`src/rtl/ibex_cheri_pkg.sv`:
```
// Shared CHERI tag definitions: granule geometry, tag region base and tag controller states.
package ibex_cheri_pkg;

  localparam int unsigned CAP_BYTES_LOG2 = 3;
  localparam logic [31:0] TAG_BASE_ADDR  = 32'h0010_0000;

  typedef enum logic [1:0] {
    TAG_IDLE  = 2'd0,
    TAG_RESP  = 2'd1,
    TAG_CLEAR = 2'd2
  } tag_ctrl_state_e;

endpackage

```
`src/rtl/ibex_cheri_tag_ctrl.sv`:
```
// Tag memory controller: maps LSU tag accesses onto the tag memory and sweeps
// index ranges to zero on request. One request outstanding, one per cycle.
module ibex_cheri_tag_ctrl
  import ibex_cheri_pkg::tag_ctrl_state_e;
  import ibex_cheri_pkg::TAG_IDLE;
  import ibex_cheri_pkg::TAG_RESP;
  import ibex_cheri_pkg::TAG_CLEAR;
#(
  parameter int unsigned TAG_MEM_SIZE   = 4096,
  parameter logic [31:0] TAG_BASE_ADDR  = ibex_cheri_pkg::TAG_BASE_ADDR,
  parameter int unsigned CAP_BYTES_LOG2 = ibex_cheri_pkg::CAP_BYTES_LOG2
) (
  input  logic        clk_i,
  input  logic        rst_ni,
  input  logic        tag_req_i,
  output logic        tag_gnt_o,
  input  logic        tag_we_i,
  input  logic [31:0] tag_addr_i,
  input  logic        tag_wdata_i,
  output logic        tag_rvalid_o,
  output logic        tag_rdata_o,
  output logic        tag_err_o,
  input  logic        clear_start_i,
  input  logic [31:0] clear_lo_i,
  input  logic [31:0] clear_hi_i,
  output logic        clear_busy_o,
  output logic        clear_done_o,
  output logic [31:0] tmem_addr_o,
  output logic        tmem_we_o,
  output logic        tmem_wdata_o,
  input  logic        tmem_rdata_i
);

  localparam logic [31:0] LAST_IDX = 32'(TAG_MEM_SIZE - 1);

  // Handshake: a request is granted in the cycle tag_req_i && tag_gnt_o; its
  // single response (tag_rvalid_o) follows exactly one cycle later, in order.
  tag_ctrl_state_e state;
  logic [31:0]     clr_idx;
  logic [31:0]     clr_hi;
  logic            rvalid_q;
  logic            err_q;
  logic            rd_q;
  logic            done_q;

  logic [31:0] offset;
  logic [31:0] index;
  logic        in_range;
  logic        clear_accept;
  logic        grant;
  logic        sweep_wr;
  logic        sweep_end;

  always_comb begin
    offset   = tag_addr_i - TAG_BASE_ADDR;
    index    = offset >> CAP_BYTES_LOG2;
    in_range = (tag_addr_i >= TAG_BASE_ADDR) && (index < 32'(TAG_MEM_SIZE));
    // In IDLE a clear wins over a request; in RESP a request wins over a clear.
    clear_accept = rst_ni && clear_start_i &&
                   ((state == TAG_IDLE) || ((state == TAG_RESP) && !tag_req_i));
    grant     = rst_ni && tag_req_i && (state != TAG_CLEAR) && !clear_accept;
    sweep_wr  = rst_ni && (state == TAG_CLEAR) && (clr_idx <= clr_hi);
    sweep_end = (clr_idx >= clr_hi);
  end

  always_comb begin
    tmem_addr_o  = '0;
    tmem_we_o    = 1'b0;
    tmem_wdata_o = 1'b0;
    if (grant && in_range) begin
      tmem_addr_o  = index;
      tmem_we_o    = tag_we_i;
      tmem_wdata_o = tag_wdata_i;
    end else if (sweep_wr) begin
      tmem_addr_o  = clr_idx;
      tmem_we_o    = 1'b1;
      tmem_wdata_o = 1'b0;
    end
  end

  always_ff @(posedge clk_i) begin
    if (!rst_ni) begin
      state    <= TAG_IDLE;
      clr_idx  <= '0;
      clr_hi   <= '0;
      rvalid_q <= 1'b0;
      err_q    <= 1'b0;
      rd_q     <= 1'b0;
      done_q   <= 1'b0;
    end else begin
      rvalid_q <= grant;
      err_q    <= grant && !in_range;
      rd_q     <= grant && in_range && !tag_we_i;
      done_q   <= 1'b0;
      case (state)
        TAG_IDLE, TAG_RESP: begin
          if (clear_accept) begin
            state   <= TAG_CLEAR;
            clr_idx <= clear_lo_i;
            clr_hi  <= (clear_hi_i > LAST_IDX) ? LAST_IDX : clear_hi_i;
          end else if (grant) begin
            state <= TAG_RESP;
          end else begin
            state <= TAG_IDLE;
          end
        end
        TAG_CLEAR: begin
          // Covers both the final write and an empty range (lo above hi).
          if (sweep_end) begin
            state  <= TAG_IDLE;
            done_q <= 1'b1;
          end else begin
            clr_idx <= clr_idx + 32'd1;
          end
        end
        default: state <= TAG_IDLE;
      endcase
    end
  end

  assign tag_gnt_o    = grant;
  assign tag_rvalid_o = rvalid_q;
  assign tag_err_o    = err_q;
  assign tag_rdata_o  = rd_q & tmem_rdata_i;
  assign clear_busy_o = (state == TAG_CLEAR);
  assign clear_done_o = done_q;

endmodule

```
`config.mk`:
```
export PLATFORM = sky130hd
export DESIGN_NAME = ibex_cheri_tag_ctrl
export DESIGN_NICKNAME = d
export VERILOG_FILES = /design/src/rtl/ibex_cheri_pkg.sv /design/src/rtl/ibex_cheri_tag_ctrl.sv
export SDC_FILE = /design/constraint.sdc
export NUM_CORES = 1
export LEC_CHECK = 0
export ABC_AREA = 1
export BUFFER_PORTS_ARGS = -buffer_cell sky130_fd_sc_hd__buf_2
export CAP_MARGIN = 10
export CORE_MARGIN = 1
export CORE_UTILIZATION = 54
export CTS_BUF_LIST = sky130_fd_sc_hd__clkbuf_4 sky130_fd_sc_hd__clkbuf_8 sky130_fd_sc_hd__clkbuf_16
export CTS_CLUSTER_DIAMETER = 80
export DETAILED_ROUTE_END_ITERATION = 7
export PLACE_DENSITY = 0.88
export SLEW_MARGIN = 15
export SYNTH_ARGS = -nofsm -noshare
export SYNTH_HDL_FRONTEND = slang
export SYNTH_SLANG_ARGS = --single-unit
```
`constraint.sdc`:
```
create_clock -name clk_i -period 2.47 [get_ports clk_i]
set_input_delay 0 -clock clk_i [delete_from_list [all_inputs] [get_ports clk_i]]
set_output_delay 0 -clock clk_i [all_outputs]
set_load 0.01 [all_outputs]
```
# [After elaboration in Yosys (flattened, before gate mapping)]
# Index checks and enable logic that the tools add are counted.
[word_totals] ff_bits=70 out_inout_bits=40 word_cells=58
[classes] n_eq_ne=6 n_addsub=2 reduce_logical=23 muxes=14 n_lt_le_gt_ge=5 bitwise=1
[ops] operator="$mux W32" count=5
[ops] operator="$pmux W32 S2" count=1
[ops] operator="$add A32 B1 Y32 const B" count=1
[ops] operator="$ge A32 B21 Y1 const B" count=1
[ops] operator="$ge A32 B32 Y1" count=1
[ops] operator="$gt A32 B12 Y1 const B" count=1
[ops] operator="$le A32 B32 Y1" count=1
[ops] operator="$sub A32 B21 Y32 const B" count=1
[ops] operator="$lt A29 B13 Y1 const B" count=1
[ops] operator="$logic_and A1 B1 Y1" count=12
[ops] operator="$ne A2 B2 Y1 const B" count=3
[ops] operator="$mux W1" count=5
[ops] operator="$logic_not A1 Y1" count=4
[ops] operator="$mux W2" count=2
[ops] operator="$pmux W2 S2" count=1
[ops] operator="$reduce_and A2 Y1" count=2
[ops] operator="$reduce_and A3 Y1" count=1
[ops] operator="$eq A2 B1 Y1 const B" count=1
[ops] operator="$eq A2 B2 Y1 const B" count=1
[ops] operator="$logic_not A2 Y1" count=1
[ops] operator="$ne A2 B1 Y1 const B" count=1
[ops] operator="$reduce_bool A2 Y1" count=1
[ops] operator="$reduce_or A2 Y1" count=1
[ops] operator="$and A1 B1 Y1" count=1
[ops] operator="$logic_or A1 B1 Y1" count=1

# [Logic depth before layout (Yosys ltp)]
# Gate-level depths: netlist of the first run.
[logic_depth] word_depth=9 mapped_depth=18

# [Least setup slack after synthesis of the first run]
# OpenSTA, ideal clock, no wires.
[synth_path] kind="register -> output" startpoint="register clr_idx[23]" endpoint="output tmem_addr_o[13]" arrival_ps=1897 path_stages_with_launch=11 t_required_ps=2470 path_slack_ps=573 cell_sequence="dfxtp_1 -> ha_1 -> a21o_1 -> nor2_1 -> a21oi_2 -> nor2_4 -> nand2_1 -> nand2_2 -> nand2_2 -> buf_4 -> o21ai_0"
[synth_between] elab_chain_cells=4
[synth_rtl] element="start: declaration" line_no="ibex_cheri_tag_ctrl.sv:39" rtl="logic [31:0] clr_idx;"
[synth_rtl] element="start signal: assignment" line_no="ibex_cheri_tag_ctrl.sv:99" rtl="clr_idx <= clear_lo_i;"
[synth_rtl] element="start signal: assignment" line_no="ibex_cheri_tag_ctrl.sv:113" rtl="clr_idx <= clr_idx + 32'd1;"
[synth_rtl] element="$le A32 B32 Y1" line_no="ibex_cheri_tag_ctrl.sv:62" rtl="sweep_wr = rst_ni && (state == TAG_CLEAR) && (clr_idx <= clr_hi);"
[synth_rtl] element="$logic_and A1 B1 Y1" line_no="ibex_cheri_tag_ctrl.sv:62"
[synth_rtl] element="$mux W32" line_no="ibex_cheri_tag_ctrl.sv:74" rtl="end else if (sweep_wr) begin"
[synth_rtl] element="$mux W32" line_no="ibex_cheri_tag_ctrl.sv:70" rtl="if (grant && in_range) begin"
[synth_rtl] element="end: declaration" line_no="ibex_cheri_tag_ctrl.sv:28" rtl="output logic [31:0] tmem_addr_o,"
# Every way passes these cells.

# [Worst setup path after layout of the first run]
[layout_path] startpoint="register clr_idx[19]" endpoint="output tmem_addr_o[5]"
# The elaborated chain is that of the path after synthesis.

==> results of run 1 <==
stage by stage:
step | setup TNS [ns] | setup slack, ns | cells
after floorplan | 0 | 0.573 | 810
after detailed placement | 0 | 0.259 | 1067
after global placement | 0 | 0.347 | 1067
final | 0 | 0.0265 | 1124
after global routing | -0.253 | -0.0325 | 1124
after CTS | 0 | 0.00483 | 1114
Yosys cell counts, types with 13 or more instances:
library cell    n  area [um2]
a21oi_1        34         170
clkbuf_1       16        60.1
dfxtp_1        70        1400
ha_1           36         450
inv_1         106         398
mux2i_1        13         130
nand2_1       197         739
nand3_1        27         135
nand4_1        31         194
nor2_1        115         432
nor2_2         14        87.6
nor3_1         35         175
o21ai_0        19        95.1
xor2_1         25         219
state kept, by name, indices dropped and copies added (netlist names):
register      flops
state             2
tag_rvalid_o      1
rd_q              1
clr_idx          32
tag_err_o         1
clear_done_o      1
clr_hi           32
layout make-up:
cell class / count / area, um2
Multi-Input combinational cell: 596 / 3330
Fill cell: 738 / 2350
Sequential cell: 70 / 1420
Timing Repair Buffer: 203 / 1330
Inverter: 110 / 417
Tap cell: 129 / 161
Clock buffer: 11 / 145
Clock inverter: 5 / 129
timing repair:
item	4_1_cts	5_1_grt
cloned	0	3
hold buffers	31	0
buffers inserted	0	7
pin swaps	0	6
endpoints found under the setup margin	20	28
hold endpoints to repair	33	0
gates resized for setup	8	29
layer usage:
metal	up-vias	share of wire	GRT usage
met1	2632	0.41	0.397
met2	309	0.48	0.561
met4	0	0.027	0.122
met3	49	0.087	0.0481
li1	2979	-	-
met5	-	0	0
tightest hold or removal path, cell delays in order:
cell and delay (ns):
buf_2 0.09, mux2i_1 0.06, nand2_1 0.06, nand2_1 0.04, nor2_1 0.08
kinds of logic (layout without fill, tap and decap cells):
family	Yosys count	in the layout	synth area share
AOI/OAI and AO/OA	79	79	0.0890
xor gates and xnor gates	27	27	0.0453
adders and majority gates	36	36	0.0864
buffers and inverters	144	329	0.110
DFF	70	70	0.269
muxes	13	13	0.0250
and+or+nand+nor	441	441	0.375
where the power goes:
part	leakage [nW]	internal, W	switching [W]
Sequential	0.577	0.00122	0.0000986
Clock	0.138	0.000816	0.000456
Combinational	2.72	0.000515	0.000699
Total	3.43	0.00255	0.00125
worst min path at each step:
| stage | slack, ns | from | endpoint |
|---|---|---|---|
| detailed placement | 0.22 | clear_hi_i[11] | clr_hi[11] |
| global placement | 0.21 | clear_hi_i[11] | clr_hi[11] |
| global route | 0.04 | clear_lo_i[1] | clr_idx[1] |
| CTS | 0.003 | clear_lo_i[11] | clr_idx[11] |
| floorplan | 0.09 | tag_wdata_i | tmem_wdata_o |
| finish | 0.005 | clear_lo_i[1] | clr_idx[1] |
==> run metrics, run 1 <==
maximum VDD drop 0.469 mV; worst clock skew 0.00931 ns; # rows 35; Final min period 2.44 ns; startpoint types register; mapped cell area about 5200 um2; Async SR Flop Fraction 0; H-tree depth 3; Ys Warns 0; HPWL after DPL around 12000 um; CP max stage cell dfxtp_4; Setup-failing EPs final 0; Final Slew Violations 0; Max Freq between 400 and 500 MHz; DIE HEIGHT 100 um; IO Count ~140; n_diodes 0; Synth cell types 38; Remaining DRCs 0; Leak Pwr 3.43 nW; CP top delay family simple AND/OR/NAND/NOR gates; synth-to-layout area growth 32.9%; 1st-iter DRT viols 421; CTS Buf Count 9; drt first pass iters 5; post-route ant nets 0; Post-synth EDFFs 0; Core Region 9280 um2; final hold violation count 0; max cap viols 0; Tcrit/Tclk final 0.989; RSZ-0062 raised after global routing true; status finished clean; DIE AREA approximately 10000 um2; most frequent cells in the layout 194 x nand2_1, 139 x buf_2, 113 x nor2_1; port bufs 139; worst r2r src clr_idx[23]; final instance area 6930 um2; R2R cell count 13; Clock Pin Slew Worst Setup and Hold Paths around 0.08 ns; vias in the first global route 5536; grt total ovfl 0; Root Buffer clkbuf_8; initial core utilization 0.562; Primary FF master, synth dfxtp_1; HP Class in -> reg; crit path cell chain ha_1, a21oi_1, nand2_1, nand2_2, a21oi_2, nor2_4, nand2_2, nand2_8, nand2_8, buf_12, o21ai_1, buf_2; Fin Hold WS 0.00489 ns; Vias 5969; placed inst area 6100 um2; reg-to-reg endpoint clr_idx[24]; cells after synthesis 810; Worst Path Required 2.47 ns; measured slew at the worst slew-check pin around 0.7 ns; Critical Path Stages 12; syn_area_per_cell 6.44 um2; worst hold path depth 5; CP Capture Point tmem_addr_o[5]; NumNets Final 1129; number of buffers on the longest clock path 2; critical path buffer and inverter count 2; GRT Resource Usage Total 0.321; CP startpoint clr_idx[19]; Skew-Pair Late Insertion Delay 0.36 ns; pwr/cell area 549 nW/um2; Post-Syn Nets 949; Worst R2R Setup Slack 0.25 ns; layout cells sized above 1 0.239; Worst Setup End Kind primary output; total power 0.00380 W; Routed wire per std cell 14.8 um; CTS tree done; largest net degree at the start of global routing 40; Total Routed Length about 17000 um; CP max FO 5; Crit Path Class reg -> out; routability cong. 0.936; CP max stage delay 0.37 ns; FF+latch count, synth 70; Slew headroom 0.531; final core occ 0.746; Sinks on Clock Net 70; most common cell after layout, fill and taps aside nand2_1; initial antenna violation count 0; die width around 100 um; via/cell ratio 5.31; register area share after synthesis 0.269; CP Data Arrival Time 2.44 ns; first-pass GRT wire length 25300 um
No activity file was read; power rests on OpenSTA's default activity.
==> inputs of run 2 (changes only) <==
--- a/config.mk
+++ b/config.mk
@@ -13,7 +13,8 @@
 export CTS_BUF_LIST = sky130_fd_sc_hd__clkbuf_4 sky130_fd_sc_hd__clkbuf_8 sky130_fd_sc_hd__clkbuf_16
 export CTS_CLUSTER_DIAMETER = 80
 export DETAILED_ROUTE_END_ITERATION = 7
-export PLACE_DENSITY = 0.88
+export GPL_TIMING_DRIVEN = 0
+export PLACE_DENSITY_LB_ADDON = 0.25
 export SLEW_MARGIN = 15
 export SYNTH_ARGS = -nofsm -noshare
 export SYNTH_HDL_FRONTEND = slang
==> run metrics, run 2 (synthesized netlist as in run 1, its figures left out) <==
status finished clean; grt total ovfl 0 (unchanged); Skew-Pair Late Insertion Delay 0.36 ns (about the same); Routed wire per std cell 15.1 um (+1.7%); Vias 6130 (+2.7%); post-route ant nets 0 (unchanged); clock network power share 0.288 (-0.046); drt first pass iters 6 (+1); placed cells 1077 (+0.94%); reg-to-reg endpoint clr_idx[5]; internal power 0.00229 W (-10%); Crit Path Class reg -> out; IO Count 143 (unchanged); Final Slew Violations 0 (unchanged); via/cell ratio 5.39 (+1.5%); pwr/cell area 514 nW/um2 (-6.4%); Clock Pin Slew Worst Setup and Hold Paths 0.07 ns (about the same); Tcrit/Tclk final 0.971 (-0.0184); HP Class in -> reg; startpoint types register; final core occ 0.748 (+0.00148); Worst Setup End Kind primary output; CTS Buf Count 9 (unchanged); most used cell along the critical path nand2_1; total power 0.00357 W (-6.2%); DIE HEIGHT 100 um (unchanged); crit path cell chain ha_1, a21oi_1, o21ai_1, nand2_1, nand2_1, nor2_4, nand2_2, nand2_4, nand2_8, buf_8, o21ai_0, buf_2; Sinks on Clock Net 70 (unchanged); CP max FO 5 (unchanged); Comb pwr share 0.332 (+0.013); Worst R2R Setup Slack 0.14 ns (-0.11 ns); final instance area 6940 um2 (+0.20%); DIE AREA 10100 um2 (unchanged); Leak Pwr 3.40 nW (-1.1%); worst clock skew 0.00738 ns (-0.00193 ns); Max Freq 417 MHz (+1.9%); met3 wire length 1620 um (+12%); CP max stage delay 0.35 ns (-0.02 ns); final hold violation count 0 (unchanged); die width 100 um (unchanged); layout cells sized above 1 0.243 (+0.00386); power share of the sequential group 0.380 (+0.033); R2R cell count 13 (unchanged); n_diodes 0 (unchanged); routability cong. 0.981 (+4.7%); NumNets Final 1142 (+1.2%); Post-Layout Cell Count 1137 (+1.2%); largest registers clr_hi: 32 flops, clr_idx: 32 flops, state: 2 flops; number of buffers on the longest clock path 2 (unchanged); TNS Setup 0 ns (unchanged); worst r2r src clr_idx[25]; largest net degree at the start of global routing 13 (-68%); CP Data Arrival Time 2.40 ns (-0.04 ns); Remaining DRCs 0 (unchanged); maximum VDD drop 0.334 mV (-29%); Fill cells 786 (+6.5%); critical path buffer and inverter count 2 (unchanged); initial antenna violation count 0 (unchanged); WL met1 7050 um (+3.1%); Core Region 9280 um2 (unchanged); initial core utilization 0.562 (unchanged); measured slew at the worst slew-check pin 0.736 ns (+0.0346 ns); H-tree depth 3 (unchanged); worst hold path depth 5 (unchanged); GRT Resource Usage Total 0.331 (+0.0102); P_sw 0.00127 W (+1.7%); max cap viols 0 (unchanged); CP top delay family simple AND/OR/NAND/NOR gates; CP max stage cell ha_1; Worst Path Required 2.47 ns (about the same); most common cell after layout, fill and taps aside nand2_1; CTS tree done; placed inst area 6070 um2 (-0.47%); # rows 35 (unchanged); port bufs 138 (-0.72%); vias in the first global route 5418 (-2.1%); first-pass GRT wire length 25800 um (+2.1%); Sw Ratio 0.357 (+0.0275); synth-to-layout area growth 33.1%; hold wc startpoint clear_lo_i[14]; most frequent cells in the layout 195 x nand2_1, 147 x buf_2, 109 x nor2_1; Slew headroom 0.510 (-0.0213); Total Routed Length 17200 um (+2.9%); Met2 Wirelength 8180 um (+3.1%); 1st-iter DRT viols 477 (+13%); HPWL after DPL 12200 um (+3.6%); Root Buffer clkbuf_8; top layer in use met4; Hold Path End clr_idx[14]; Final min period 2.40 ns (-0.0456 ns); Setup-failing EPs final 0 (unchanged)
run 2: changes by cell type in the layout (fill, tap and decap cells not counted), sizes merged:
cell         before  now
clkbuf           14   28
dlygate4sd3      31   36
nand2           201  202
bufinv            4    2
clkinv            1    4
buf             169  161
run 2: worst register-to-register path: stages (launching register included):
cell	delay, ns
dfxtp_1	0.34
ha_1	0.35
a21oi_1	0.17
o21ai_1	0.07
nand2_1	0.05
nand2_1	0.10
nor2_4	0.18
buf_4	0.16
nand4_4	0.15
nand2_2	0.15
buf_2	0.25
nand2_1	0.11
nand2_1	0.09
nor2_1	0.04
run 2: worst max path at each step:
stage,from,end,slack [ns],cells after the start
after floorplan,clr_idx[23],tmem_addr_o[13],0.57,10
final,clr_idx[25],tmem_addr_o[13],0.07,12
after global routing,clr_hi[25],tmem_addr_o[13],-0.03,13
after detailed placement,clr_idx[23],tmem_addr_o[13],0.24,12
after CTS,clr_idx[23],tmem_addr_o[19],0.02,11
after global placement,clr_idx[23],tmem_addr_o[14],0.25,12
run 2: stage by stage:
stage	hold WS, ns	setup slack (ns)
CTS	0.000568	0.0166
detailed placement	0.220	0.237
global route	0.0385	-0.0334
floorplan	0.0871	0.573
finish	0.0139	0.0721
global placement	0.210	0.246
run 2: repair_timing:
action,4_1_cts,5_1_grt
hold buffers,36,0
gates cloned,0,3
pin swaps,2,10
gates resized for setup,11,44
setup buffers,2,3
endpoints found under the setup margin,21,28
endpoints found under the hold margin,34,0
run 2: layout make-up:
type	count	area (um2)	area share
buffer	34	176	0.0254
clock buffer	10	131	0.0189
clock inverter	6	86.3	0.0124
inverter	110	413	0.0595
multi-input combinational	597	3390	0.488
sequential	70	1430	0.207
tap	129	161	0.0232
timing repair buffer	181	1150	0.166
run 2: power groups by stage:
| stage | Sequential (W) | Combinational (W) | Clock [W] |
|---|---|---|---|
| floorplan | 0.00132 | 0.000699 | 0 |
| global placement | 0.00136 | 0.000954 | 0 |
| detailed placement | 0.00136 | 0.000973 | 0 |
| CTS | 0.00134 | 0.00104 | 0.00104 |
| global route | 0.00137 | 0.00131 | 0.00109 |
| finish | 0.00136 | 0.00118 | 0.00103 |
run 2: per-layer routing:
metal  vias up  GRT usage
li1       3005          -
met1      2769      0.424
met2       322      0.569
met3        34     0.0543
met4         0      0.101
met5         -          0
